===== src/rtl/alu_pkg.sv =====
// Shared definitions for the sequential ALU: op-code encodings, FSM states
// and status flag positions.
package alu_pkg;

  localparam logic [2:0] OP_AND  = 3'b000;
  localparam logic [2:0] OP_OR   = 3'b001;
  localparam logic [2:0] OP_ADD  = 3'b010;
  localparam logic [2:0] OP_XOR  = 3'b011;
  localparam logic [2:0] OP_SHL  = 3'b100;
  localparam logic [2:0] OP_SHR  = 3'b101;
  localparam logic [2:0] OP_MUL  = 3'b110;
  localparam logic [2:0] OP_ZERO = 3'b111;

  typedef enum logic [1:0] {
    ST_IDLE = 2'd0,
    ST_MUL  = 2'd1,
    ST_DONE = 2'd2
  } state_e;

  localparam int FLAG_Z = 3;
  localparam int FLAG_N = 2;
  localparam int FLAG_C = 1;
  localparam int FLAG_V = 0;

  function automatic logic [3:0] make_status(input logic z, input logic n,
                                             input logic c, input logic v);
    logic [3:0] s;
    s         = 4'b0000;
    s[FLAG_Z] = z;
    s[FLAG_N] = n;
    s[FLAG_C] = c;
    s[FLAG_V] = v;
    return s;
  endfunction

endpackage


===== src/rtl/alu_mul_seq.sv =====
// Shift-add unsigned multiplier, one multiplier bit per cycle. The multiplier
// starts in the low half of the product register and is shifted out as the
// partial sums accumulate in the high half.
module alu_mul_seq
  import alu_pkg::*;
#(
  parameter int WIDTH = 64
) (
  input  logic               clock,
  input  logic               reset,
  input  logic               start,
  input  logic [WIDTH-1:0]   a,
  input  logic [WIDTH-1:0]   b,
  output logic               done,
  output logic [2*WIDTH-1:0] product
);

  localparam int CW = $clog2(WIDTH) + 1;

  logic [2*WIDTH-1:0] prod_r;
  logic [WIDTH-1:0]   mcand_r;
  logic [CW-1:0]      cnt_r;
  logic [WIDTH:0]     sum_s;

  // Partial sum for the multiplier bit currently at the bottom of prod_r
  always_comb begin
    sum_s = {1'b0, prod_r[2*WIDTH-1:WIDTH]};
    if (prod_r[0]) begin
      sum_s = {1'b0, prod_r[2*WIDTH-1:WIDTH]} + {1'b0, mcand_r};
    end else begin
      sum_s = {1'b0, prod_r[2*WIDTH-1:WIDTH]};
    end
  end

  // Load on start, then iterate until the counter drains
  always_ff @(posedge clock) begin
    if (reset) begin
      prod_r  <= '0;
      mcand_r <= '0;
      cnt_r   <= '0;
    end else if (start) begin
      prod_r  <= {{WIDTH{1'b0}}, b};
      mcand_r <= a;
      cnt_r   <= CW'(WIDTH);
    end else if (cnt_r != CW'(0)) begin
      prod_r  <= {sum_s, prod_r[WIDTH-1:1]};
      cnt_r   <= cnt_r - CW'(1);
    end
  end

  // done flags the final iteration: product is complete after this edge
  assign done    = (cnt_r == CW'(1));
  assign product = prod_r;

endmodule


===== src/rtl/alu_seq.sv =====
// Sequential ALU with valid/ready handshakes. Single-cycle ops are evaluated
// from the captured operands; MUL runs on the iterative multiplier.
module alu_seq
  import alu_pkg::*;
#(
  parameter int WIDTH = 64
) (
  input  logic             clock,
  input  logic             reset,
  input  logic [4:0]       FS,
  input  logic [WIDTH-1:0] A,
  input  logic [WIDTH-1:0] B,
  input  logic             Cin,
  input  logic             in_valid,
  output logic             in_ready,
  output logic [WIDTH-1:0] F,
  output logic [3:0]       status,
  output logic             out_valid,
  input  logic             out_ready
);

  localparam int SW  = $clog2(WIDTH);
  localparam int MSB = WIDTH - 1;

  state_e             state_r, next_s;
  logic [2:0]         op_r;
  logic [WIDTH-1:0]   a_r, b_r, a_in_s, b_in_s, res_s;
  logic               cin_r, accept_s, in_ready_s, mul_start_s, mul_done_s;
  logic               c_s, v_s, out_valid_r;
  logic [WIDTH:0]     sum_s;
  logic [2*WIDTH-1:0] mul_prod_s;
  logic [WIDTH-1:0]   f_r;
  logic [3:0]         status_r;

  assign a_in_s   = FS[0] ? ~A : A;
  assign b_in_s   = FS[1] ? ~B : B;
  assign accept_s = in_valid & in_ready_s;

  alu_mul_seq #(.WIDTH(WIDTH)) u_mul (
    .clock   (clock),
    .reset   (reset),
    .start   (mul_start_s),
    .a       (a_in_s),
    .b       (b_in_s),
    .done    (mul_done_s),
    .product (mul_prod_s)
  );

  // State register
  always_ff @(posedge clock) begin
    if (reset) state_r <= ST_IDLE;
    else       state_r <= next_s;
  end

  // Next-state logic
  always_comb begin
    next_s = state_r;
    case (state_r)
      ST_IDLE: begin
        if (accept_s) next_s = (FS[4:2] == OP_MUL) ? ST_MUL : ST_DONE;
        else          next_s = ST_IDLE;
      end
      ST_MUL: begin
        if (mul_done_s) next_s = ST_DONE;
        else            next_s = ST_MUL;
      end
      ST_DONE: begin
        if (out_valid_r && out_ready) next_s = ST_IDLE;
        else                          next_s = ST_DONE;
      end
      default: next_s = ST_IDLE;
    endcase
  end

  // FSM outputs
  always_comb begin
    in_ready_s  = 1'b0;
    mul_start_s = 1'b0;
    if (state_r == ST_IDLE) begin
      in_ready_s  = 1'b1;
      mul_start_s = accept_s && (FS[4:2] == OP_MUL);
    end else begin
      in_ready_s  = 1'b0;
      mul_start_s = 1'b0;
    end
  end

  // Operand capture on handshake
  always_ff @(posedge clock) begin
    if (reset) begin
      op_r  <= OP_ZERO;
      a_r   <= '0;
      b_r   <= '0;
      cin_r <= 1'b0;
    end else if (accept_s) begin
      op_r  <= FS[4:2];
      a_r   <= a_in_s;
      b_r   <= b_in_s;
      cin_r <= Cin;
    end
  end

  // Result and carry/overflow from the captured operands
  always_comb begin
    sum_s = {1'b0, a_r} + {1'b0, b_r} + {{WIDTH{1'b0}}, cin_r};
    res_s = '0;
    c_s   = 1'b0;
    v_s   = 1'b0;
    case (op_r)
      OP_AND: res_s = a_r & b_r;
      OP_OR:  res_s = a_r | b_r;
      OP_ADD: begin
        res_s = sum_s[WIDTH-1:0];
        c_s   = sum_s[WIDTH];
        v_s   = ~(a_r[MSB] ^ b_r[MSB]) & (sum_s[MSB] ^ a_r[MSB]);
      end
      OP_XOR: res_s = a_r ^ b_r;
      OP_SHL: res_s = a_r << b_r[SW-1:0];
      OP_SHR: res_s = a_r >> b_r[SW-1:0];
      OP_MUL: begin
        res_s = mul_prod_s[WIDTH-1:0];
        v_s   = |mul_prod_s[2*WIDTH-1:WIDTH];
      end
      OP_ZERO: res_s = '0;
      default: res_s = '0;
    endcase
  end

  // Output register: loads once on entering DONE, clears on handshake
  always_ff @(posedge clock) begin
    if (reset) begin
      f_r         <= '0;
      status_r    <= 4'b0000;
      out_valid_r <= 1'b0;
    end else if (state_r == ST_DONE && !out_valid_r) begin
      f_r         <= res_s;
      status_r    <= make_status(res_s == '0, res_s[MSB], c_s, v_s);
      out_valid_r <= 1'b1;
    end else if (out_valid_r && out_ready) begin
      out_valid_r <= 1'b0;
    end
  end

  assign in_ready  = in_ready_s;
  assign F         = f_r;
  assign status    = status_r;
  assign out_valid = out_valid_r;

endmodule


===== config.mk =====
export PLATFORM = sky130hd
export DESIGN_NAME = alu_seq
export DESIGN_NICKNAME = d
export VERILOG_FILES = /design/src/rtl/alu_pkg.sv /design/src/rtl/alu_mul_seq.sv /design/src/rtl/alu_seq.sv
export SDC_FILE = /design/constraint.sdc
export NUM_CORES = 2
export LEC_CHECK = 0
export CAP_MARGIN = 0
export CORE_MARGIN = 2
export CORE_UTILIZATION = 45
export CTS_CLUSTER_DIAMETER = 40
export DETAILED_ROUTE_END_ITERATION = 6
export PLACE_DENSITY_LB_ADDON = 0.1
export SETUP_SLACK_MARGIN = 0.5
export SYNTH_ARGS = -nofsm -noshare
export SYNTH_HDL_FRONTEND = slang
export SYNTH_SLANG_ARGS = --single-unit

===== constraint.sdc =====
create_clock -name clock -period 6.3 [get_ports clock]
set_input_delay 0.945 -clock clock [delete_from_list [all_inputs] [get_ports clock]]
set_output_delay 0.945 -clock clock [all_outputs]
set_load 0.005 [all_outputs]

==> impl_metrics.csv <==
group,metric,value,unit
grt,gr-total-overflow,0,
worst_hold_path,hold_class,"flip-flop to flip-flop",
place,place_congestion,1.14,
grt,antenna_found_initial,13,
synthesis,netlist_area,38400,µm²
floorplan,start_util,0.452,
cells_and_area,synthToLayoutAreaGrowth,13.9,%
cts,clk_latency,670,ps
floorplan,io_pins,208,
sta,rsz0062_at_grt,"false",
synthesis,synthTopCellsByCount,"684 x nor2_1, 424 x a21oi_1, 401 x dfxtp_1",
cells_and_area,final-seq-area,8050,µm²
cells_and_area,drive_gt1_frac,0.118,
route,wl_met1,80.8,mm
floorplan,core_area,84900,µm²
critical_path,critPathSlowestCell,"dfxtp_4",
sta,setup_ws,632,ps
cts,postCtsSetupRepairBufs,0,
sta,slew_viol_final,0,
cts,cts.sinks,401,
sta,period_minus_slack,5670,ps
route,vias_per_cell,6.83,
synthesis,syn_inst,5016,
synthesis,synth_top_area_frac,0.209,
floorplan,dieArea,87700,µm²
cells_and_area,stdcell_area,43700,µm²
grt,grt_max_degree,152,
cts,cts_root_buffer,"clkbuf_16",
critical_path,reg2reg_from,"b_r[3]",
power_and_ir_drop,power,12.2,mW
power_and_ir_drop,p_leak,16.3,nW
synthesis,ys_types,104,
critical_path,path_max_fanout,64,
route,wl_per_cell,32.9,µm
route,vias,42288,
synthesis,synth_most_common_cell,"nor2_1",
sta,fmax,176,MHz
route,dr.first_iter.drc_count,6166,
sta,timing.final.crit_share,0.900,
critical_path,startpoint_type,"flip-flop",
cts,htreeDepth,3,
place,dp_hpwl,157,mm
floorplan,dieHeight,296,µm
route,met3_length,26.7,mm
cts,cts_made_buffers,70,
critical_path,worst_path_most_repeated_cell,"mux2i_1",
synthesis,synth_nets,5352,
synthesis,yosysSeqAreaShare,0.209,
critical_path,path_class,"flip-flop to flip-flop",
cts,cts_resized,0,
cells_and_area,final_nets,5316,
critical_path,worstPathRequired,6880,ps
route,routed_wl,204,mm
place,place_ws,1050,ps
synthesis,syn_area_per_cell,7.66,µm²
grt,grt_pass1_wl,287,mm
synthesis,synth_top_area_cell,"dfxtp_1",
cts,clockBufferDepth,3,
synthesis,synthArstFlopShare,0,
power_and_ir_drop,pwr_density_cell,280,nW/µm²
floorplan,rows,107,
sta,worst_clock_skew,31.6,ps
floorplan,die_w,296,µm
cts,cts_tree,"built",
route,drc,0,
route,drtAntennaViolNets,0,
route,highest_layer,"met5",
cells_and_area,nFillCells,8469,
synthesis,synth_area_leaders,"dfxtp_1 21%, a211oi_1 6.8%, nor2_1 6.7%",
status,status,"completed",
worst_hold_path,worstHoldStart,"F[5]",
critical_path,worstPathArrival,6250,ps
cells_and_area,multi_input_area,27700,µm²
place,place_area,41200,µm²
grt,grt_pass1_vias,38802,
grt,gr-usage-all-layers,0.452,
synthesis,yosysWarnings,0,
route,first_pass_iters,7,
critical_path,startpoint,"b_r[3]",
sta,final_hold_viol_count,0,
sta,relSlewSlack,0.144,
critical_path,slowest_delay,970,ps
place,portBuffers,207,
cts,clk_pin_slew,60,ps
sta,tns,0,ps
sta,tightest_slew,1280,ps
job,max-cap-violations,0,
route,wl_met2,84.1,mm
sta,finalSetupViolations,0,
synthesis,synth-main-ff-cell,"dfxtp_1",
power_and_ir_drop,peakVddDrop,0.449,mV
synthesis,ys_ff_latch,401,
synthesis,synth-edff-count,0,
critical_path,cp-end-kind,"flip-flop",
cts,cts_hold_buf,0,
critical_path,path_cells,"mux2i_1 -> mux2i_1 -> mux2_2 -> mux2i_1 -> o21ai_1 -> nor3_1 -> or4b_1 -> or3_1 -> nor4_1 -> buf_4 -> nand4_1 -> o21ai_1",
==> sequential cells by signal (all words and copies together), names as in the netlist <==
register       count
status             4
out_valid          1
cin_r              1
u_mul.cnt_r        7
op_r               3
F                 63
a_r               64
u_mul.product    128
state_r            2
u_mul.mcand_r     64
b_r               64
==> stage by stage <==
stage,std cells,utilization,hold WS (ps)
after floorplan,5016,-,448
after global placement,6052,0.486,442
after detailed placement,6052,0.486,446
after CTS,6180,0.515,453
after global routing,6180,0.515,467
final,6187,0.515,452
==> placed cells by master (no fill, tap or decap), types with 52 or more instances in the layout <==
cell               n
nor2_1           680
a21oi_1          424
dfxtp_1          392
nand2_1          375
a211oi_1         347
o21ai_0          229
clkdlybuf4s50_1  204
ha_1             195
xnor2_1          185
mux2i_1          168
inv_1            165
buf_4            158
mux2_2           126
mux4_2           106
o22ai_1          103
a21o_1            81
nand3_1           81
clkbuf_16         70
nor3_1            66
xor2_1            52
==> kinds of logic (layout without fill, tap and decap cells) <==
logic type / Yosys count / after routing / share of synthesized area
AO/OA/AOI/OAI: 1646 / 1646 / 0.285
AND/OR/NAND/NOR: 1475 / 1475 / 0.169
buffers and inverters: 653 / 673 / 0.0722
multiplexers: 406 / 406 / 0.146
flip-flops: 401 / 401 / 0.209
XOR/XNOR: 237 / 237 / 0.0541
adder cells (fa/ha/maj): 198 / 198 / 0.0651
other: 0 / 7 / 0
==> power by group <==
part | total (mW) | switching, mW | internal [mW]
Clock | 3.96 | 1.55 | 2.40
Sequential | 3.10 | 0.354 | 2.75
Combinational | 5.16 | 3.44 | 1.72
==> path summary, 6_finish.rpt <==
check / to / slack, ps / cells past startpoint
min: F[5] / 450 / 2
min reg2reg: F[5] / 450 / 2
max reg2reg: status[3] / 630 / 12
max: status[3] / 630 / 12
==> worst max-delay path, delay by kind of cell, from the launching register on <==
family	cells	cell delay, ps
flip-flops	1	970
multiplexers	4	1900
AO/OA/AOI/OAI	2	360
buffers and inverters	1	180
AND/OR/NAND/NOR	5	2060
==> routing by layer <==
layer | up-vias | GRT usage
li1 | 18458 | -
met1 | 20350 | 0.588
met2 | 2854 | 0.660
met3 | 616 | 0.161
met4 | 10 | 0.219
met5 | - | 0.00665
==> area by class of cell <==
type / instances / area share
Antenna cell: 7 / 0.000401
Sequential cell: 401 / 0.184
Timing Repair Buffer: 374 / 0.0792
Inverter: 171 / 0.0147
Multi-Input combinational cell: 3962 / 0.632
Clock inverter: 48 / 0.0138
Tap cell: 1144 / 0.0327
Clock buffer: 80 / 0.0425
No activity file was read; power rests on OpenSTA's default activity.
